===== src/rtl/mips_mem_pkg.sv =====
`default_nettype none
// ============================================================================
//  Package     : mips_mem_pkg
//  Description : Shared constants for the 17-bit core data-memory responder.
//  Revision    : 1.0
// ============================================================================
package mips_mem_pkg;

    localparam int XLEN = 17;

    localparam int c_mmio_bit = 16;

    localparam logic [2:0] c_off_fifo_data = 3'd0;
    localparam logic [2:0] c_off_status    = 3'd1;
    localparam logic [2:0] c_off_cycles    = 3'd2;
    localparam logic [2:0] c_off_ctrl      = 3'd3;

    localparam int c_st_count_w = 5;
    localparam int c_st_empty   = 5;
    localparam int c_st_full    = 6;
    localparam int c_st_ovf     = 7;

    localparam int c_ctrl_clr_ovf = 0;
    localparam int c_ctrl_flush   = 1;

    function automatic logic [XLEN-1:0] pack_status(
        input logic [c_st_count_w-1:0] cnt,
        input logic                    empty,
        input logic                    full,
        input logic                    ovf
    );
        logic [XLEN-1:0] s;
        s                    = '0;
        s[c_st_count_w-1:0]  = cnt;
        s[c_st_empty]        = empty;
        s[c_st_full]         = full;
        s[c_st_ovf]          = ovf;
        return s;
    endfunction

endpackage
`default_nettype wire


===== src/rtl/sync_fifo.sv =====
`default_nettype none
// ============================================================================
//  Module      : sync_fifo
//  Description : Single-clock FIFO with push/pop/flush and full/empty/count.
//  Revision    : 1.0
// ============================================================================
module sync_fifo #(
    parameter int WIDTH = 17,
    parameter int DEPTH = 8
) (
    input  logic                     clk,
    input  logic                     rst,
    input  logic                     i_push,
    input  logic [WIDTH-1:0]         i_wdata,
    input  logic                     i_pop,
    input  logic                     i_flush,
    output logic [WIDTH-1:0]         o_rdata,
    output logic                     o_full,
    output logic                     o_empty,
    output logic                     o_drop,
    output logic [$clog2(DEPTH):0]   o_count
);

    localparam int AW = $clog2(DEPTH);
    localparam logic [AW:0] c_full_cnt = (AW+1)'(DEPTH);

    logic [WIDTH-1:0] r_mem [DEPTH];
    logic [AW-1:0]    r_wr_ptr;
    logic [AW-1:0]    r_rd_ptr;
    logic [AW:0]      r_count;

    logic w_empty;
    logic w_full;
    logic w_pop;
    logic w_push;

    assign w_empty = (r_count == '0);
    assign w_full  = (r_count == c_full_cnt);
    // A pop frees a slot in the same edge, so a full FIFO still takes the push.
    assign w_pop   = i_pop && !w_empty && !i_flush;
    assign w_push  = i_push && !i_flush && (!w_full || w_pop);
    assign o_drop  = i_push && !i_flush && w_full && !w_pop;

    always_ff @(posedge clk or posedge rst) begin
        if (rst) begin
            r_wr_ptr <= '0;
            r_rd_ptr <= '0;
            r_count  <= '0;
        end else if (i_flush) begin
            r_wr_ptr <= '0;
            r_rd_ptr <= '0;
            r_count  <= '0;
        end else begin
            if (w_push) r_wr_ptr <= r_wr_ptr + 1'b1;
            if (w_pop)  r_rd_ptr <= r_rd_ptr + 1'b1;
            r_count <= r_count + (AW+1)'(w_push) - (AW+1)'(w_pop);
        end
    end

    always_ff @(posedge clk) begin
        if (w_push) r_mem[r_wr_ptr] <= i_wdata;
    end

    assign o_rdata = w_empty ? '0 : r_mem[r_rd_ptr];
    assign o_full  = w_full;
    assign o_empty = w_empty;
    assign o_count = r_count;

endmodule
`default_nettype wire


===== src/rtl/dmem_responder.sv =====
`default_nettype none
// ============================================================================
//  Module      : dmem_responder
//  Description : Data RAM plus MMIO (output FIFO, status, cycle counter).
//  Revision    : 1.0
// ============================================================================
module dmem_responder
    import mips_mem_pkg::*;
#(
    parameter int RAM_AW     = 8,
    parameter int FIFO_DEPTH = 8
) (
    input  logic            clk,
    input  logic            reset,
    input  logic [XLEN-1:0] aluout,
    input  logic [XLEN-1:0] writedata,
    input  logic            memwrite,
    output logic [XLEN-1:0] readdata,
    output logic [XLEN-1:0] out_data,
    output logic            out_valid,
    input  logic            out_ready
);

    localparam int CW = $clog2(FIFO_DEPTH) + 1;

    logic [XLEN-1:0] r_ram [2**RAM_AW];
    logic [XLEN-1:0] r_cycles;
    logic            r_overflow;

    logic              w_is_mmio;
    logic [2:0]        w_off;
    logic [RAM_AW-1:0] w_ram_idx;
    logic              w_st_fifo;
    logic              w_st_cycles;
    logic              w_st_ctrl;
    logic              w_flush;
    logic              w_clr_ovf;
    logic              w_full;
    logic              w_empty;
    logic              w_drop;
    logic [CW-1:0]     w_count;
    logic [XLEN-1:0]   w_status;
    logic              w_unused;

    assign w_is_mmio   = aluout[c_mmio_bit];
    assign w_off       = aluout[2:0];
    assign w_ram_idx   = aluout[RAM_AW-1:0];
    assign w_st_fifo   = memwrite && w_is_mmio && (w_off == c_off_fifo_data);
    assign w_st_cycles = memwrite && w_is_mmio && (w_off == c_off_cycles);
    assign w_st_ctrl   = memwrite && w_is_mmio && (w_off == c_off_ctrl);
    assign w_flush     = w_st_ctrl && writedata[c_ctrl_flush];
    assign w_clr_ovf   = w_st_ctrl && writedata[c_ctrl_clr_ovf];
    assign w_unused    = ^aluout[15:3];

    sync_fifo #(
        .WIDTH (XLEN),
        .DEPTH (FIFO_DEPTH)
    ) u_fifo (
        .clk     (clk),
        .rst     (reset),
        .i_push  (w_st_fifo),
        .i_wdata (writedata),
        .i_pop   (out_ready),
        .i_flush (w_flush),
        .o_rdata (out_data),
        .o_full  (w_full),
        .o_empty (w_empty),
        .o_drop  (w_drop),
        .o_count (w_count)
    );

    assign out_valid = !w_empty;

    always_ff @(posedge clk) begin
        if (memwrite && !w_is_mmio) r_ram[w_ram_idx] <= writedata;
    end

    always_ff @(posedge clk or posedge reset) begin
        if (reset) begin
            r_cycles <= '0;
        end else if (w_st_cycles) begin
            r_cycles <= writedata;
        end else begin
            r_cycles <= r_cycles + 1'b1;
        end
    end

    // Setting outranks clearing when both land on the same edge.
    always_ff @(posedge clk or posedge reset) begin
        if (reset) begin
            r_overflow <= 1'b0;
        end else if (w_drop) begin
            r_overflow <= 1'b1;
        end else if (w_clr_ovf) begin
            r_overflow <= 1'b0;
        end
    end

    assign w_status = pack_status(c_st_count_w'(w_count), w_empty, w_full, r_overflow);

    always_comb begin
        readdata = '0;
        if (!w_is_mmio) begin
            readdata = r_ram[w_ram_idx];
        end else begin
            case (w_off)
                c_off_status: readdata = w_status;
                c_off_cycles: readdata = r_cycles;
                default:      readdata = '0;
            endcase
        end
    end

endmodule
`default_nettype wire


===== config.mk =====
export PLATFORM = sky130hd
export DESIGN_NAME = dmem_responder
export DESIGN_NICKNAME = d
export VERILOG_FILES = /design/src/rtl/mips_mem_pkg.sv /design/src/rtl/sync_fifo.sv /design/src/rtl/dmem_responder.sv
export SDC_FILE = /design/constraint.sdc
export NUM_CORES = 2
export LEC_CHECK = 0
export ABC_CLOCK_PERIOD_IN_PS = 6300
export CORE_MARGIN = 1.5
export CORE_UTILIZATION = 30
export DETAILED_ROUTE_END_ITERATION = 8
export RECOVER_POWER = 100
export SETUP_SLACK_MARGIN = 0.05
export SLEW_MARGIN = 20
export SYNTH_ARGS = -nofsm -noshare
export SYNTH_HDL_FRONTEND = slang
export SYNTH_MEMORY_MAX_BITS = 65536
export SYNTH_SLANG_ARGS = --single-unit

===== constraint.sdc =====
create_clock -name clk -period 6.3 [get_ports clk]
set_clock_uncertainty 0.15 [all_clocks]
set_input_delay 0.945 -clock clk [delete_from_list [all_inputs] [get_ports clk]]
set_output_delay 0.945 -clock clk [all_outputs]
set_load 0.005 [all_outputs]

==> qor.csv <==
metric,value,unit
synth_seq_cells,4516,
placed_area,0.1886,sq mm
worstMarginPinSlew,6.411,ns
io_pins,73,
powerDensity,317.5,mW/mm^2
syn_avg_cell_area,21.05,sq um
period_share,102.3,%
initial_core_util,30.12,%
slowest_stage,o31ai_2,
dieArea,0.5843,sq mm
crit_family,buffers and inverters,
cts_tree,yes,
clk_pin_slew,0.06,ns
hpwlAfterDp,309000,um
multiInputGateArea,0.03628,sq mm
nNetsFinal,9057,
drc,0,
vias,89410,
die_x,764.4,um
fmax,155.1,MHz
fp-row-count,279,
syn_inst,8262,
hp-class,reg -> reg,
grt_first_pass_wirelength,687600,um
fp.dieH,764.4,um
crit_path_frequent_cell,buf_4,
peakVddDrop,0.0002642,V
end_kind,output pin,
clk-insertion-delay-late,1.03,ns
holdBufCountCts,0,
hold_viol_final,0,
finalWirelength,496000,um
max_cap_viol_count,60,
cts_buffers,448,
yosysSeqAreaShare,77.89,%
crit_fanout,27,
synth_edf_count,4488,
slew_violations,3404,
crit_buf_inv,6,
slew_headroom,-327.4,%
slowest_delay,0.96,ns
grt_start_max_net_pins,177,
wl_per_cell,28.91,um
finalNonFillerCells,17160,
drive_gt1_share,21.66,%
drtPass1Iterations,6,
detail-route-antenna-nets,0,
port_buffers,64,
failed_checks,"max-capacitance violations, max-slew violations, negative setup slack",
fillerInstances,53430,
placed_cells,16280,
layout_setup_ws,-0.1457,ns
antenna_found_initial,63,
grt_usage,16.39,%
critPathKind,in -> out,
synth-main-ff-cell,edfxtp_1,
yosysWarnings,0,
clock-root-buffer,clkbuf_16,
async_reset_ff_share,0.6200,%
synthMuxAreaShare,14.76,%
yosys.area_share.adder,0.07626,%
synth_top_family_by_area,multiplexers,
drt_iter0_drc,12530,
grt-ovfl-total,0,
vias_per_cell,5.212,
grt_pass1_vias,88130,
coreArea,0.5774,sq mm
rsz0062_at_grt,true,
whs,0.4122,ns
synth_nets,8310,
clk_path_buf_depth,4,
area.sequential,0.1355,sq mm
synthSimpleGateAreaFrac,2.552,%
setup_viol,1,
synthDistinctLibCells,75,
htreeDepth,5,
synth_area,0.1739,sq mm
synth_xor_area_share,0.1058,%
p_leak,0.06269,uW
syn_to_final_growth,15.91,%
arrival,5.35,ns
status,finished with violations,
worstPathRequired,5.20,ns
cp-start-kind,primary input,
cts.sinks,4516,
fin_area,0.2016,sq mm
synth_compound_area_share,3.144,%
worstPathCellList,buf_4 > buf_4 > and2_1 > nand2_1 > buf_4 > o22a_1 > o221ai_1 > nor3_1 > buf_4 > o2bb2ai_1 > o31ai_2 > buf_4 > clkdlybuf4s50_1,
finalWeightedCongestion,0.9073,
layout_min_cycle_time,6.446,ns
## metal layers
metal | GRT usage (%) | wire, um
met5 | 0 | 73
met4 | 5.499 | 18990
met3 | 3.322 | 50040
met2 | 25.82 | 228400
met1 | 22.75 | 198500
## path summary, 6_finish.rpt
check	from	endpoint	slack (ns)	cells after the start
hold / removal	r_overflow	r_overflow	0.41	2
min in group asynchronous	reset	u_fifo.o_count[1]	1.17	3
setup / recovery	aluout[5]	readdata[5]	-0.15	13
setup reg to reg	u_fifo.o_count[2]	u_fifo.r_mem[2][1]	0.98	12
hold reg to reg	r_overflow	r_overflow	0.41	2
max in group asynchronous	reset	u_fifo.r_rd_ptr[0]	3.23	3
## per-stage QoR
stage	total power, uW	worst slack, ns	setup TNS, ns	util [%]
detailed placement	38240	-0.3584	-0.5980	32.67
CTS	64370	0.07789	0	35.19
finish	64010	-0.1457	-0.1457	34.92
global route	65690	-0.04215	-0.5036	34.91
floorplan	35950	2.015	0	-
global placement	38170	-0.3106	-0.9309	32.67
## area by class of cell
cell class | instances | area share (%)
inverters | 13 | 0.02545
well taps | 7727 | 4.796
flip-flops and latches | 4516 | 67.20
diodes | 27 | 0.03352
clock buffers | 551 | 5.820
multi-input cells | 3256 | 18.00
clock inverters | 291 | 1.370
repair buffers | 774 | 2.758
## worst reg2reg max path, stage by stage (launching register included)
cell and delay, ns:
dfrtp_1 0.37, inv_1 0.10, ha_1 0.20, and2_1 0.18, clkbuf_1 0.70, inv_1 0.42, nand2_1 0.08, buf_4 0.20
o211ai_1 0.23, and4_1 0.72, nand2b_1 0.25, nor3b_1 0.23, clkbuf_1 1.01
## sequential cells by signal, summed over array words and instances, names as in the netlist
register         flops
u_fifo.r_wr_ptr      3
r_ram             4352
u_fifo.o_count       4
r_cycles            17
u_fifo.r_mem       136
r_overflow           1
u_fifo.r_rd_ptr      3
## report_power, final
part           internal, uW  leakage, uW  total [uW]  switching, uW
Sequential            33200       0.0406       33400            196
Combinational          1550       0.0150        4200           2650
Clock                 14900      0.00706       26400          11500
Total                 49700       0.0627       64000          14300
## cells by family after synthesis
family,count (synthesis)
buf+inv,490
flops,4516
fa+ha+maj,10
xor+xnor,21
simple gates,965
compound gates,763
mux,1497
## cells in the final DEF, fill, tap and decap left out, drive strengths merged, types with 18 or more instances in the layout
| cell type | instances |
|---|---|
| nor2 | 362 |
| a31oi | 38 |
| a22oi | 271 |
| nand4 | 43 |
| clkbuf | 895 |
| diode | 27 |
| mux4 | 854 |
| clkinv | 227 |
| a221oi | 57 |
| nand3 | 119 |
| a211oi | 20 |
| o211ai | 18 |
| a21oi | 62 |
| inv | 25 |
| nor4 | 30 |
| o22ai | 178 |
| edfxtp | 4488 |
| dfrtp | 28 |
| o21ai | 29 |
| bufinv | 40 |
| nor3 | 30 |
| mux2i | 638 |
| buf | 391 |
| dlygate4sd3 | 19 |
| nand2 | 262 |
## synthesized netlist by cell type (all sizes together), types with 38 or more instances
cell | instances | area, sq um
a22oi | 271 | 2034
buf | 282 | 1775
nand2 | 262 | 983.4
nand3 | 119 | 595.6
a31oi | 38 | 237.7
clkbuf | 195 | 732.0
edfxtp | 4488 | 134800
o22ai | 178 | 1114
nand4 | 43 | 269.0
mux4 | 854 | 19230
a221oi | 57 | 505.5
mux2i | 638 | 6386
nor2 | 362 | 1361
a21oi | 62 | 310.3
## what timing repair did
item,4_1_cts,5_1_grt
endpoints found under the setup margin,3,3
buffers inserted,0,0
resized for setup,4,3
(Power assumes the default switching activity.)
